[config.mk]
export PLATFORM = sky130hd
export DESIGN_NAME = writeback_arbiter
export DESIGN_NICKNAME = d
export VERILOG_FILES = /design/src/rtl/writeback_arbiter.sv
export SDC_FILE = /design/constraint.sdc
export NUM_CORES = 1
export LEC_CHECK = 0
export ABC_AREA = 1
export ABC_CLOCK_PERIOD_IN_PS = 6400
export CORE_MARGIN = 2
export CORE_UTILIZATION = 44
export DETAILED_ROUTE_END_ITERATION = 16
export PLACE_DENSITY = 0.83
export SLEW_MARGIN = 20
export SYNTH_ARGS = -nofsm -noshare
export SYNTH_HDL_FRONTEND = slang
export SYNTH_SLANG_ARGS = --single-unit
[constraint.sdc]
create_clock -name clock -period 6.4 [get_ports clock]
set_clock_uncertainty 0.15 [all_clocks]
set_input_delay 0.64 -clock clock [delete_from_list [all_inputs] [get_ports clock]]
set_output_delay 0.64 -clock clock [all_outputs]
set_load 0.005 [all_outputs]
[src/rtl/writeback_arbiter.sv]
// Writeback arbiter: buffers one completed result per functional unit
// (ALU/misc, memory, multiplier), selects one buffered result per cycle by
// round-robin, writes it to the register file and clears its scoreboard row.
module writeback_arbiter #(
  parameter int COUNT_WIDTH = 32
) (
  input  logic                   clock,
  input  logic                   reset,

  input  logic                   am_wb_valid,
  input  logic [4:0]             am_wb_regdest,
  input  logic [31:0]            am_wb_data,
  input  logic                   am_wb_writereg,
  output logic                   wb_am_ready,

  input  logic                   mem_wb_valid,
  input  logic [4:0]             mem_wb_regdest,
  input  logic [31:0]            mem_wb_data,
  input  logic                   mem_wb_writereg,
  output logic                   wb_mem_ready,

  input  logic                   mul_wb_valid,
  input  logic [4:0]             mul_wb_regdest,
  input  logic [31:0]            mul_wb_data,
  input  logic                   mul_wb_writereg,
  output logic                   wb_mul_ready,

  output logic [4:0]             wb_reg_writeaddr,
  output logic [31:0]            wb_reg_writedata,
  output logic                   wb_reg_writeenable,
  output logic [4:0]             wb_sb_clearaddr,
  output logic [1:0]             wb_sb_clearunit,
  output logic                   wb_sb_clear,
  output logic [COUNT_WIDTH-1:0] wb_retired
);

  // Unit codes double as slot indices and as the scoreboard clear-unit code.
  typedef enum logic [1:0] {
    UNIT_AM  = 2'b00,
    UNIT_MEM = 2'b01,
    UNIT_MUL = 2'b10
  } unit_e;

  typedef struct packed {
    logic [4:0]  regdest;
    logic [31:0] data;
    logic        writereg;
  } result_t;

  // Round-robin successor in the fixed order AM -> Mem -> Mult -> AM.
  function automatic unit_e next_unit(unit_e u);
    case (u)
      UNIT_AM:  return UNIT_MEM;
      UNIT_MEM: return UNIT_MUL;
      default:  return UNIT_AM;
    endcase
  endfunction

  logic [2:0] in_valid;
  result_t    in_result [3];

  result_t    slot_q [3];
  logic [2:0] slot_full_q;
  unit_e      last_q;

  logic       grant_valid;
  unit_e      grant_unit;
  unit_e      cand;
  logic [2:0] grant_oh;
  result_t    grant_res;

  assign in_valid     = {mul_wb_valid, mem_wb_valid, am_wb_valid};
  assign in_result[0] = '{regdest: am_wb_regdest,  data: am_wb_data,  writereg: am_wb_writereg};
  assign in_result[1] = '{regdest: mem_wb_regdest, data: mem_wb_data, writereg: mem_wb_writereg};
  assign in_result[2] = '{regdest: mul_wb_regdest, data: mul_wb_data, writereg: mul_wb_writereg};

  // Ready depends only on registered slot state, never on the incoming valid.
  assign wb_am_ready  = ~slot_full_q[0];
  assign wb_mem_ready = ~slot_full_q[1];
  assign wb_mul_ready = ~slot_full_q[2];

  // Round-robin pick among full slots, starting just after the last winner.
  always_comb begin
    // NOTE: every variable gets a default before any condition so no latch is inferred.
    grant_valid = 1'b0;
    grant_unit  = UNIT_AM;
    cand        = next_unit(last_q);
    for (int k = 0; k < 3; k++) begin
      if (!grant_valid && slot_full_q[cand]) begin
        grant_valid = 1'b1;
        grant_unit  = cand;
      end
      cand = next_unit(cand);
    end
    grant_oh  = grant_valid ? (3'b001 << grant_unit) : 3'b000;
    grant_res = slot_q[grant_unit];
  end

  // Slot payload capture on valid & ready.
  // NOTE: payload registers carry no reset; the full flags alone decide whether contents are meaningful.
  always_ff @(posedge clock) begin
    for (int i = 0; i < 3; i++) begin
      if (in_valid[i] && !slot_full_q[i]) begin
        slot_q[i] <= in_result[i];
      end
    end
  end

  // Slot occupancy: the winner empties, an empty slot fills on a handshake.
  always_ff @(posedge clock or negedge reset) begin
    // NOTE: sequential state uses non-blocking assignments so all registers update from pre-edge values.
    if (!reset) begin
      slot_full_q <= 3'b000;
    end else begin
      slot_full_q <= (slot_full_q & ~grant_oh) | (in_valid & ~slot_full_q);
    end
  end

  // Output registers, retire counter and round-robin pointer, loaded on a grant.
  always_ff @(posedge clock or negedge reset) begin
    if (!reset) begin
      wb_reg_writeaddr   <= 5'd0;
      wb_reg_writedata   <= 32'd0;
      wb_reg_writeenable <= 1'b0;
      wb_sb_clearaddr    <= 5'd0;
      wb_sb_clearunit    <= 2'b00;
      wb_sb_clear        <= 1'b0;
      wb_retired         <= '0;
      last_q             <= UNIT_MUL;
    end else begin
      wb_reg_writeenable <= 1'b0;
      wb_sb_clear        <= 1'b0;
      if (grant_valid) begin
        wb_reg_writeenable <= grant_res.writereg && (grant_res.regdest != 5'd0);
        wb_reg_writeaddr   <= grant_res.regdest;
        wb_reg_writedata   <= grant_res.data;
        wb_sb_clear        <= grant_res.writereg;
        wb_sb_clearaddr    <= grant_res.regdest;
        wb_sb_clearunit    <= grant_unit;
        wb_retired         <= wb_retired + COUNT_WIDTH'(1);
        last_q             <= grant_unit;
      end
    end
  end

endmodule
==> implementation parameters <==
Parameter                              Value

Layout
  Diodes inserted ... 0
  Final cell count without fillers ... 1,001
  Fraction of final layout cells with drive strength greater than 1 ... under 10%
  Syn-to-layout area delta ... 37.56%
  Final net count ... 888
  Core Util, Final ... 61.87%
  Filler Cells Inserted ... around 1,300
  Non-Filler Cell Area, Final ... 10,260 um^2

Clock network
  Number of clock buffers inserted by TritonCTS ... 17
  Clock root buffer ... sky130_fd_sc_hd__clkbuf_16
  CTS H-Tree Depth ... 4
  CTS tree ... done
  Number of gates resized after CTS ... 0
  Hold Buf Count CTS ... 0
  Source-to-sink clock delay at the later pin of the worst-skew pair ... 0.43 ns
  CTS max path bufs ... 2
  Post-CTS Setup Bufs ... 0
  Total number of clock tree sinks ... 191
  Clock slew at reported path FFs ... about 0.07 ns

Placement
  Instance area after placement ... 9580 um^2
  Number of buffer cells added on primary ports ... about 200
  Worst slack at placement ... between 3 and 4 ns
  HPWL after detailed placement ... 11,910 um
  Cell total after placement ... between 900 and 1,000
  GPL Wtd Cong ... 0.8533

STA
  Final cycle utilization of the critical path ... between 40% and 50%
  Pins over their slew limit ... 0
  Total Negative Setup Slacks ... 0 ns
  Final Hold Violating Endpoints ... 0
  Finish-stage setup viols ... 0
  Worst hold slack ... 0.06570 ns
  Slew at the pin with the worst max-slew slack ... about 0.97 ns
  Final min period ... 3.194 ns
  Max transition margin ... 34.88%
  RSZ-0062 raised after global routing ... false
  Minimum setup slack in the final design ... between 3 and 4 ns
  Maximum frequency from static timing analysis ... 313.1 MHz

Min path
  Worst hold path type ... input port to async pin

Synthesis
  Post-synthesis cell count ... ~580
  Share of synthesized registers carrying an async set or reset ... 40.31%
  Sequential area share after synthesis ... a little under three quarters
  Distinct cell type count of the synthesized netlist ... 31
  Leading cell type by number of instances after synthesis ... sky130_fd_sc_hd__edfxtp_1
  Yosys warning total ... 0
  Number of storage elements in the synthesis netlist ... 191
  Post-synth top area share ... around 46%
  Synth Flop Type ... sky130_fd_sc_hd__edfxtp_1
  Average size of a mapped cell ... 12.95 um^2
  Net count after synthesis ... 696
  Top cell type by total area after synthesis ... sky130_fd_sc_hd__edfxtp_1
  Synth cell count leaders ... sky130_fd_sc_hd__edfxtp_1, sky130_fd_sc_hd__dfrtp_1, sky130_fd_sc_hd__nand2_1
  Count of flip-flops with a built-in enable after synthesis ... 114
  Summed instance area of the synthesized netlist ... about 7500 um^2
  Synth area leaders ... sky130_fd_sc_hd__edfxtp_1, sky130_fd_sc_hd__dfrtp_1, sky130_fd_sc_hd__nand2_1

Detailed routing
  Met3 routed wirelength ... between 1500 and 2000 um
  Routed length on met1 ... ~6700 um
  Drt wl/cell ... 17.77 um
  Top routing layer used ... met4
  Met2 Routed Length ... 9214 um
  Violation count after the first detailed-route iteration ... 274
  Post-route ant nets ... 0
  Number of iterations in the first detailed-routing pass ... 5
  DR vias ... approximately 5,200
  Detailed-route vias per instance ... 5.211
  # DRC ... 0
  Total Routed Length ... ~18,000 um

Worst setup path
  R2r worst-path depth ... 9
  Max FO, Critical Path ... 47
  WS Path Type ... flop to flop
  Kind of launch point of the worst setup path ... flop
  Endpoint required time on the critical path ... 6.53 ns
  Worst reg2reg path endpoint ... wb_reg_writedata[6]$_DFFE_PN0N_
  Crit end category ... flop
  RR Startpoint ... last_q[1]$_DFFE_PN1N_
  Slack of the worst reg-to-reg path ... 3.21 ns
  Worst path arrival time ... 3.32 ns

Power and ir drop
  Worst ir drop on vdd ... 0.0002714 V
  Static power due to leakage ... 3.918 nW
  Pwr per Cell Area ... 482.4 nW/um^2
  Total power draw ... ~4.9 mW

Die
  Ports ... 200
  Cell row count ... 47
  CORE AREA ... about 17,000 um^2
  Die ar. ... 18,010 um^2
  Chip Width ... 134.2 um
  Vertical extent of the die ... 134.2 um
  Initial cell density of the core ... 44.98%

Outcome
  Run status ... finished clean

Global route
  Grt total ovfl ... 0
  Overall track demand over capacity in global routing ... 20.60%
  Global-route wire length before repair ... 28,050 um
  Maximum number of pins on one net before global-route repair ... just under 80
  Number of global-route vias before repair ... between 5,000 and 6,000
  Initial antenna violation count ... 0

Flow run
  Number of maximum-capacitance violations ... 0
## worst max path at each step
stage / endpoint / slack (ns) / start
floorplan: slot_q[0][0]$_DFFE_PP_ / 3.52 / am_wb_valid
global placement: slot_full_q[0]$_DFF_PN0_ / 3.34 / last_q[1]$_DFFE_PN1N_
detailed placement: wb_reg_writedata[6]$_DFFE_PN0N_ / 3.22 / last_q[1]$_DFFE_PN1N_
CTS: wb_reg_writedata[9]$_DFFE_PN0N_ / 3.20 / last_q[1]$_DFFE_PN1N_
global route: wb_reg_writedata[17]$_DFFE_PN0N_ / 2.99 / last_q[1]$_DFFE_PN1N_
finish: wb_reg_writedata[6]$_DFFE_PN0N_ / 3.21 / last_q[1]$_DFFE_PN1N_
## state kept, by name, summed over array words and instances (netlist names)
name and cells:
last_q 1, slot_q 114, wb_sb_clearaddr 5, slot_full_q 3, wb_sb_clear 1, wb_reg_writedata 32, wb_retired 32, wb_sb_clearunit 2
wb_reg_writeenable 1
## layout make-up
| type | count | area [um^2] | share of cell area [%] |
|---|---|---|---|
| clock buffer | 17 | 425.4 | 4.146 |
| clock inverter | 15 | 222.7 | 2.171 |
| inverter | 29 | 108.9 | 1.061 |
| multi-input combinational | 326 | 1833 | 17.87 |
| sequential | 191 | 5351 | 52.16 |
| tap | 220 | 275.3 | 2.683 |
| timing repair buffer | 203 | 2043 | 19.91 |
## report_power, final
part | internal [mW] | switching, mW
combinational | 0.803 | 1.16
clock | 0.637 | 0.496
sequential | 1.68 | 0.173
total | 3.12 | 1.83
## cell usage in the layout, fill, tap and decap left out, types with 2 or more instances in the layout
cell and n:
sky130_fd_sc_hd__o31ai_1 33, sky130_fd_sc_hd__bufinv_16 3, sky130_fd_sc_hd__o21ai_0 33, sky130_fd_sc_hd__nor2_2 4
sky130_fd_sc_hd__clkbuf_16 17, sky130_fd_sc_hd__or2_1 3, sky130_fd_sc_hd__inv_2 5, sky130_fd_sc_hd__inv_1 22
sky130_fd_sc_hd__clkinv_1 2, sky130_fd_sc_hd__buf_4 3, sky130_fd_sc_hd__edfxtp_1 114, sky130_fd_sc_hd__clkinvlp_4 2
sky130_fd_sc_hd__nand2_2 2, sky130_fd_sc_hd__nor2_4 2, sky130_fd_sc_hd__inv_6 3, sky130_fd_sc_hd__nand3_1 29
sky130_fd_sc_hd__clkinv_8 3, sky130_fd_sc_hd__nand2_1 68, sky130_fd_sc_hd__nand3_2 2, sky130_fd_sc_hd__nor4_1 5
sky130_fd_sc_hd__o21ai_1 11, sky130_fd_sc_hd__dfrtp_1 76, sky130_fd_sc_hd__xor2_1 23, sky130_fd_sc_hd__nor3_1 8
sky130_fd_sc_hd__clkdlybuf4s50_1 198, sky130_fd_sc_hd__nor2_1 52, sky130_fd_sc_hd__a22oi_1 32, sky130_fd_sc_hd__xnor2_1 8
sky130_fd_sc_hd__nand4_1 5, sky130_fd_sc_hd__inv_8 3
## kinds of logic (layout without fill, tap and decap cells)
group | after synthesis | in the layout | synth area share [%]
flip-flops | 191 | 191 | 71.75
XOR/XNOR | 31 | 31 | 3.640
buffers and inverters | 59 | 264 | 3.842
AO/OA/AOI/OAI | 109 | 109 | 9.495
AND/OR/NAND/NOR | 185 | 185 | 11.11
adder cells (fa/ha/maj) | 1 | 1 | 0.1677
## routing by layer
metal | track usage [%] | up-vias
li1 | - | 2442
met1 | 24.26 | 2523
met2 | 35.43 | 230
met3 | 6.803 | 21
met4 | 7.310 | 0
met5 | 0 | -
## worst max-delay path, stage by stage, from the launching register on
cell	delay, ns
sky130_fd_sc_hd__dfstp_2	0.60
sky130_fd_sc_hd__nor2_2	0.08
sky130_fd_sc_hd__nand2_1	0.07
sky130_fd_sc_hd__nand3_2	0.14
sky130_fd_sc_hd__nand3_1	0.12
sky130_fd_sc_hd__nand2_1	0.09
sky130_fd_sc_hd__nor2_4	0.77
sky130_fd_sc_hd__inv_2	0.53
sky130_fd_sc_hd__a22oi_1	0.33
sky130_fd_sc_hd__o31ai_1	0.13
Power figures use the tool's default switching activity.
